==> config.mk <==
export PLATFORM = sky130hd
export DESIGN_NAME = ext_pipe_flat
export DESIGN_NICKNAME = d
export VERILOG_FILES = /design/src/rtl/ext_pkg.sv /design/src/rtl/ext_pipe_if.sv /design/src/rtl/ext_core.sv /design/src/rtl/ext_pipe.sv /design/src/flat_wrapper.sv
export SDC_FILE = /design/constraint.sdc
export NUM_CORES = 1
export LEC_CHECK = 0
export BUFFER_PORTS_ARGS = -buffer_cell sky130_fd_sc_hd__buf_4
export CORE_UTILIZATION = 54
export CTS_BUF_LIST = sky130_fd_sc_hd__clkbuf_16
export DETAILED_ROUTE_END_ITERATION = 6
export PLACE_DENSITY = 0.81
export SLEW_MARGIN = 25
export SYNTH_ARGS = -nofsm -noshare
export SYNTH_HDL_FRONTEND = slang
export SYNTH_SLANG_ARGS = --single-unit
==> constraint.sdc <==
create_clock -name clk -period 1.95 [get_ports clk]
set_clock_uncertainty 0.2 [all_clocks]
set_input_delay 0.0975 -clock clk [delete_from_list [all_inputs] [get_ports clk]]
set_output_delay 0.0975 -clock clk [all_outputs]
set_load 0.03 [all_outputs]
==> src/rtl/ext_pkg.sv <==
// Shared definitions for the extender pipeline: ext_op encodings and widths.
package ext_pkg;

    localparam int EXT_OP_W = 3;

    typedef enum logic [EXT_OP_W-1:0] {
        EXT_ZERO     = 3'd0,
        EXT_LUI      = 3'd1,
        EXT_SIGN     = 3'd2,
        EXT_SIGN_SL2 = 3'd3,
        EXT_LB       = 3'd4,
        EXT_LBU      = 3'd5,
        EXT_LH       = 3'd6,
        EXT_LHU      = 3'd7
    } ext_op_e;

endpackage

==> src/rtl/ext_pipe_if.sv <==
// Request/response bundle between a producer stage, the extender and its consumer.
interface ext_pipe_if
    import ext_pkg::*;
#(
    parameter int DATA_W = 32,
    parameter int IMM_W  = 16
);
    localparam int OFF_W = $clog2(DATA_W / 8);

    logic                in_valid;
    logic                in_ready;
    logic [EXT_OP_W-1:0] ext_op;
    logic [IMM_W-1:0]    imm;
    logic [DATA_W-1:0]   mem_data;
    logic [OFF_W-1:0]    byte_off;
    logic                out_valid;
    logic                out_ready;
    logic [DATA_W-1:0]   out_data;
    logic                out_misalign;

    // Surrounding pipeline: issues requests and consumes results.
    modport master (
        output in_valid, ext_op, imm, mem_data, byte_off, out_ready,
        input  in_ready, out_valid, out_data, out_misalign
    );

    // Extender: accepts requests and presents buffered results.
    modport slave (
        input  in_valid, ext_op, imm, mem_data, byte_off, out_ready,
        output in_ready, out_valid, out_data, out_misalign
    );

endinterface

==> src/rtl/ext_core.sv <==
// Combinational extension mux: immediate forms and little-endian load lane extraction.
module ext_core
    import ext_pkg::*;
#(
    parameter int DATA_W = 32,
    parameter int IMM_W  = 16,
    localparam int OFF_W = $clog2(DATA_W / 8)
) (
    input  logic [EXT_OP_W-1:0] ext_op,
    input  logic [IMM_W-1:0]    imm,
    input  logic [DATA_W-1:0]   mem_data,
    input  logic [OFF_W-1:0]    byte_off,
    output logic [DATA_W-1:0]   data,
    output logic                misalign
);

    logic [DATA_W-1:0] imm_sext;
    logic [7:0]        lane_b;
    logic [15:0]       lane_h;

    // Operand preparation: sign-extended immediate and the selected byte/halfword lanes.
    always_comb begin
        imm_sext = {{(DATA_W-IMM_W){imm[IMM_W-1]}}, imm};
        lane_b   = mem_data[{byte_off, 3'b000} +: 8];
        lane_h   = mem_data[{byte_off[OFF_W-1:1], 4'b0000} +: 16];
    end

    // Mode select; odd-offset halfword loads yield zero data with the misalign flag.
    always_comb begin
        data     = '0;
        misalign = 1'b0;
        case (ext_op_e'(ext_op))
            EXT_ZERO:     data = {{(DATA_W-IMM_W){1'b0}}, imm};
            EXT_LUI:      data = {imm, {(DATA_W-IMM_W){1'b0}}};
            EXT_SIGN:     data = imm_sext;
            EXT_SIGN_SL2: data = {imm_sext[DATA_W-3:0], 2'b00};
            EXT_LB:       data = {{(DATA_W-8){lane_b[7]}}, lane_b};
            EXT_LBU:      data = {{(DATA_W-8){1'b0}}, lane_b};
            EXT_LH: begin
                if (byte_off[0]) misalign = 1'b1;
                else             data = {{(DATA_W-16){lane_h[15]}}, lane_h};
            end
            EXT_LHU: begin
                if (byte_off[0]) misalign = 1'b1;
                else             data = {{(DATA_W-16){1'b0}}, lane_h};
            end
            default: begin
                data     = '0;
                misalign = 1'b0;
            end
        endcase
    end

endmodule

==> src/rtl/ext_pipe.sv <==
// Registered extender: ext_core result captured into a 2-entry FIFO with valid/ready and flush.
module ext_pipe
    import ext_pkg::*;
#(
    parameter int DATA_W = 32,
    parameter int IMM_W  = 16
) (
    input  logic      clk,
    input  logic      reset,
    input  logic      flush,
    ext_pipe_if.slave bus
);

    logic [DATA_W-1:0] core_data;
    logic              core_mis;

    logic [DATA_W-1:0] data_q [2];
    logic              mis_q  [2];
    logic [1:0]        count_q, count_d;
    logic              head_q, head_d;
    logic              tail_q, tail_d;
    logic              push, pop, wr_en;

    ext_core #(
        .DATA_W (DATA_W),
        .IMM_W  (IMM_W)
    ) u_core (
        .ext_op   (bus.ext_op),
        .imm      (bus.imm),
        .mem_data (bus.mem_data),
        .byte_off (bus.byte_off),
        .data     (core_data),
        .misalign (core_mis)
    );

    // Handshake outputs derive only from registered state.
    assign bus.in_ready     = (count_q != 2'd2);
    assign bus.out_valid    = (count_q != 2'd0);
    assign bus.out_data     = data_q[head_q];
    assign bus.out_misalign = mis_q[head_q];

    // Pointer/count next state; flush overrides any same-cycle push or pop.
    always_comb begin
        push    = bus.in_valid & bus.in_ready;
        pop     = bus.out_valid & bus.out_ready;
        wr_en   = push & ~flush;
        count_d = count_q;
        head_d  = head_q;
        tail_d  = tail_q;
        if (flush) begin
            count_d = '0;
            head_d  = 1'b0;
            tail_d  = 1'b0;
        end else begin
            if (push) tail_d = ~tail_q;
            if (pop)  head_d = ~head_q;
            case ({push, pop})
                2'b10:   count_d = count_q + 2'd1;
                2'b01:   count_d = count_q - 2'd1;
                default: count_d = count_q;
            endcase
        end
    end

    // FIFO state and entry storage.
    always_ff @(posedge clk or negedge reset) begin
        if (!reset) begin
            count_q <= '0;
            head_q  <= 1'b0;
            tail_q  <= 1'b0;
            for (int unsigned i = 0; i < 2; i++) begin
                data_q[i] <= '0;
                mis_q[i]  <= 1'b0;
            end
        end else begin
            count_q <= count_d;
            head_q  <= head_d;
            tail_q  <= tail_d;
            if (wr_en) begin
                data_q[tail_q] <= core_data;
                mis_q[tail_q]  <= core_mis;
            end
        end
    end

endmodule

==> src/flat_wrapper.sv <==
// flat-port wrapper written by rule: the top's interface ports become plain ports
module ext_pipe_flat import ext_pkg::*;
#(
    parameter int DATA_W = 32,
    parameter int IMM_W  = 16
)
  (clk, reset, flush, bus_in_valid, bus_ext_op, bus_imm, bus_mem_data, bus_byte_off, bus_out_ready, bus_in_ready, bus_out_valid, bus_out_data, bus_out_misalign);
  ext_pipe_if #(.DATA_W(DATA_W), .IMM_W(IMM_W)) bus_i ();
  input  logic clk;
  input  logic reset;
  input  logic flush;
  input wire logic [$bits(bus_i.in_valid)-1:0] bus_in_valid;
  input wire logic [$bits(bus_i.ext_op)-1:0] bus_ext_op;
  input wire logic [$bits(bus_i.imm)-1:0] bus_imm;
  input wire logic [$bits(bus_i.mem_data)-1:0] bus_mem_data;
  input wire logic [$bits(bus_i.byte_off)-1:0] bus_byte_off;
  input wire logic [$bits(bus_i.out_ready)-1:0] bus_out_ready;
  output wire logic [$bits(bus_i.in_ready)-1:0] bus_in_ready;
  output wire logic [$bits(bus_i.out_valid)-1:0] bus_out_valid;
  output wire logic [$bits(bus_i.out_data)-1:0] bus_out_data;
  output wire logic [$bits(bus_i.out_misalign)-1:0] bus_out_misalign;
  assign bus_i.in_valid = bus_in_valid;
  assign bus_i.ext_op = bus_ext_op;
  assign bus_i.imm = bus_imm;
  assign bus_i.mem_data = bus_mem_data;
  assign bus_i.byte_off = bus_byte_off;
  assign bus_i.out_ready = bus_out_ready;
  assign bus_in_ready = bus_i.in_ready;
  assign bus_out_valid = bus_i.out_valid;
  assign bus_out_data = bus_i.out_data;
  assign bus_out_misalign = bus_i.out_misalign;
  ext_pipe #(.DATA_W(DATA_W), .IMM_W(IMM_W)) u_core (.clk(clk), .reset(reset), .flush(flush), .bus(bus_i));
endmodule
==> impl_metrics.py <==
metrics = {
    "logic_synthesis": {
        "synth.top_cell.area_share_pct": 45.1,
        "yosysMostFrequentCell": "dfrtp_1",
        "synth_area_per_cell_um2": 11.0,
        "synth_area_leaders": "dfrtp_1, mux2_2, o22a_1",
        "yosys.area.top_type": "dfrtp_1",
        "synth.distinct_cells": 49,
        "synth.top_cells.by_count": "dfrtp_1, mux2_2, nand2_1",
        "synth-seq-area-share_pct": 45.1,
        "synth_area_um2": 3890,
        "synth_edf_count": 0,
        "yosys_warnings": 0,
        "synthCells": 354,
        "yosys_register_bits": 70,
        "syn-num-nets": 412,
        "synth_ff_type": "dfrtp_1",
        "synthArstFlopShare_pct": 100,
    },
    "sta": {
        "fmax_mhz": 538,
        "finalSetupTns_ps": 0,
        "fin_crit_ps": 1860,
        "setup_slack_ps": 91.7,
        "timing.slew.headroom_pct": 56.4,
        "rsz0062_at_grt": "no",
        "setup_viol_count_final": 0,
        "hold_ws_ps": 0.553,
        "worstMarginPinSlew_ps": 654,
        "post-route-period-util_pct": 95.3,
        "hold_violations": 0,
        "maxSlewViolCount": 0,
    },
    "floorplan": {
        "fp.dieW_um": 86.8,
        "ioPinCount": 93,
        "dieArea_um2": 7540,
        "core-area_um2": 6870,
        "start_util_pct": 56.6,
        "dieHeight_um": 86.8,
        "rows": 30,
    },
    "cts": {
        "root_buffer": "clkbuf_16",
        "clock_path_buffers": 2,
        "clock_sinks": 70,
        "cts_resized": 0,
        "tritoncts": "done",
        "clk_pin_slew_ps": 60,
        "cts_inserted_buffers": 9,
        "htree_levels": 3,
        "post_cts_buffers": 0,
        "insertion_delay_ps": 330,
    },
    "placed_design": {
        "io_buffers": 92,
        "dp_slack_ps": 105,
        "place_inst": 535,
        "dp_hpwl_um": 7490,
        "gp_congestion": 0.983,
    },
    "setup_path": {
        "r2r-start": "u_core.count_q[0]$_DFFE_PN0P_",
        "reg2regPathDepth": 4,
        "cp_slowest_stage_delay_ps": 430,
        "cp_slowest_cell": "dfrtp_1",
        "crit_end": "u_core.data_q[13]$_DFFE_PN0P_",
        "reg2reg_slack_ps": 90,
        "r2r_end": "u_core.data_q[13]$_DFFE_PN0P_",
        "path_cells": "nand2b_1 > and4b_1 > buf_4 > mux2_2",
        "path_class": "reg2reg",
        "required_ps": 1960,
        "critPathCaptureType": "register",
        "worstPathMaxFanout": 7,
        "crit_arrival_ps": 1870,
        "start_kind": "register",
        "startpoint": "u_core.count_q[0]$_DFFE_PN0P_",
    },
    "grt": {
        "first_global_vias": 3517,
        "grt_pass1_wl_um": 17200,
        "track_usage_pct": 30.5,
        "grt_start_max_net_pins": 45,
        "grt_antenna_before_repair": 0,
        "gr-total-overflow": 0,
    },
    "route": {
        "viasPerCell": 6.01,
        "antenna_left": 0,
        "vias": 3424,
        "dr_wl_met3_um": 543,
        "wl_met1_um": 4320,
        "wirelength_um": 10800,
        "first_pass_iters": 5,
        "wl_met2_um": 5630,
        "dr.max_layer_used": "met4",
        "drc": 0,
        "drtIter0Drc": 164,
        "wl_per_cell_um": 19.0,
    },
    "power": {
        "p_total_uw": 5260,
        "irDropWorstVdd_mv": 0.527,
        "p_leak_uw": 0.00232,
        "p_per_area_nw_per_um2": 1010,
    },
    "final_layout": {
        "instances_no_fill": 570,
        "fin_nets": 527,
        "n_antenna_cell": 0,
        "layout-drive-gt1-share_pct": 44.3,
        "syn_to_final_growth_pct": 33.8,
    },
    "run": {
        "max_cap_viol_count": 0,
    },
    "worst_hold_path": {
        "hp-class": "in2reg",
    },
    "status": {
        "status": "completed",
    },
}
## sequential cells by signal (all words and copies together), names as in the netlist
register	cells
u_core.data_q	64
u_core.count_q	2
u_core.mis_q	2
u_core.head_q	1
u_core.tail_q	1
## worst min-delay path by stage
stage / cells past startpoint / slack [ps] / start / to
CTS: 3 / 5 / bus_imm[0] / u_core.data_q[0]$_DFFE_PN0P_
floorplan: 0 / -400 / reset / u_core.count_q[0]$_DFFE_PN0P_
global route: 3 / 20 / bus_imm[0] / u_core.data_q[32]$_DFFE_PN0P_
global placement: 1 / -170 / reset / u_core.count_q[0]$_DFFE_PN0P_
finish: 3 / 0.6 / bus_imm[0] / u_core.data_q[0]$_DFFE_PN0P_
detailed placement: 1 / -160 / reset / u_core.count_q[0]$_DFFE_PN0P_
## layer usage
| layer | vias to the layer above | GRT usage (%) |
|---|---|---|
| met3 | 26 | 3.71 |
| met5 | - | 0 |
| met2 | 143 | 52.1 |
| met4 | 0 | 17.4 |
| met1 | 1695 | 37.2 |
| li1 | 1560 | - |
## through the flow
stage	utilization, %	area, um^2
2_1_floorplan	-	3890
3_3_place_gp	69.2	4750
3_5_place_dp	69.2	4750
4_1_cts	75.7	5200
5_1_grt	75.7	5200
6_report	75.7	5200
## cells in the final DEF, fill, tap and decap left out, types with 3 or more instances in the layout
cell type      instances
a21oi_1                6
a221oi_1               8
a22oi_1                3
a31oi_1                3
a32oi_1                7
and2_1                14
buf_12                 3
buf_4                110
clkbuf_16              9
clkinv_1               4
dfrtp_1               70
dlygate4sd3_1         19
inv_1                  3
mux2_2                62
mux2i_1                4
nand2_1               36
nand2b_1               4
nor2_1                12
o211ai_1               7
o21ai_0               19
o22a_1                19
o22a_2                 9
or2_2                  6
## final cells by class
cell class | instances | area (um^2)
multi-input cells | 253 | 1980
repair buffers | 132 | 1080
flip-flops and latches | 70 | 1750
clock buffers | 9 | 225
well taps | 96 | 120
inverters | 3 | 11.3
fillers | 472 | 1670
clock inverters | 7 | 32.5
## power by group
part	switching (uW)	internal (uW)
registers	200	1840
clock network	597	837
logic	922	871
## kinds of logic (layout without fill, tap and decap cells)
kind of cell              after synthesis  in the layout  synth area share (%)
AOI/OAI and AO/OA                      94             94                  19.1
and+or+nand+nor                        90             90                  12.1
DFF                                    70             70                  45.1
muxes                                  67             67                  19.4
buffers and inverters                  31            151                  3.86
xor gates and xnor gates                2              2                 0.451
## worst max-delay path: cells and delay by family, from the launching register on
kind,cells,cell delay (ps)
flip-flops,1,430
AND/OR/NAND/NOR,2,550
buffers and inverters,1,220
multiplexers,1,340
## timing repair
item                       in CTS  in global routing
hold endpoints to repair      102                  0
setup endpoints to repair       0                  0
hold buffers                   19                  0
(Power assumes the default switching activity.)
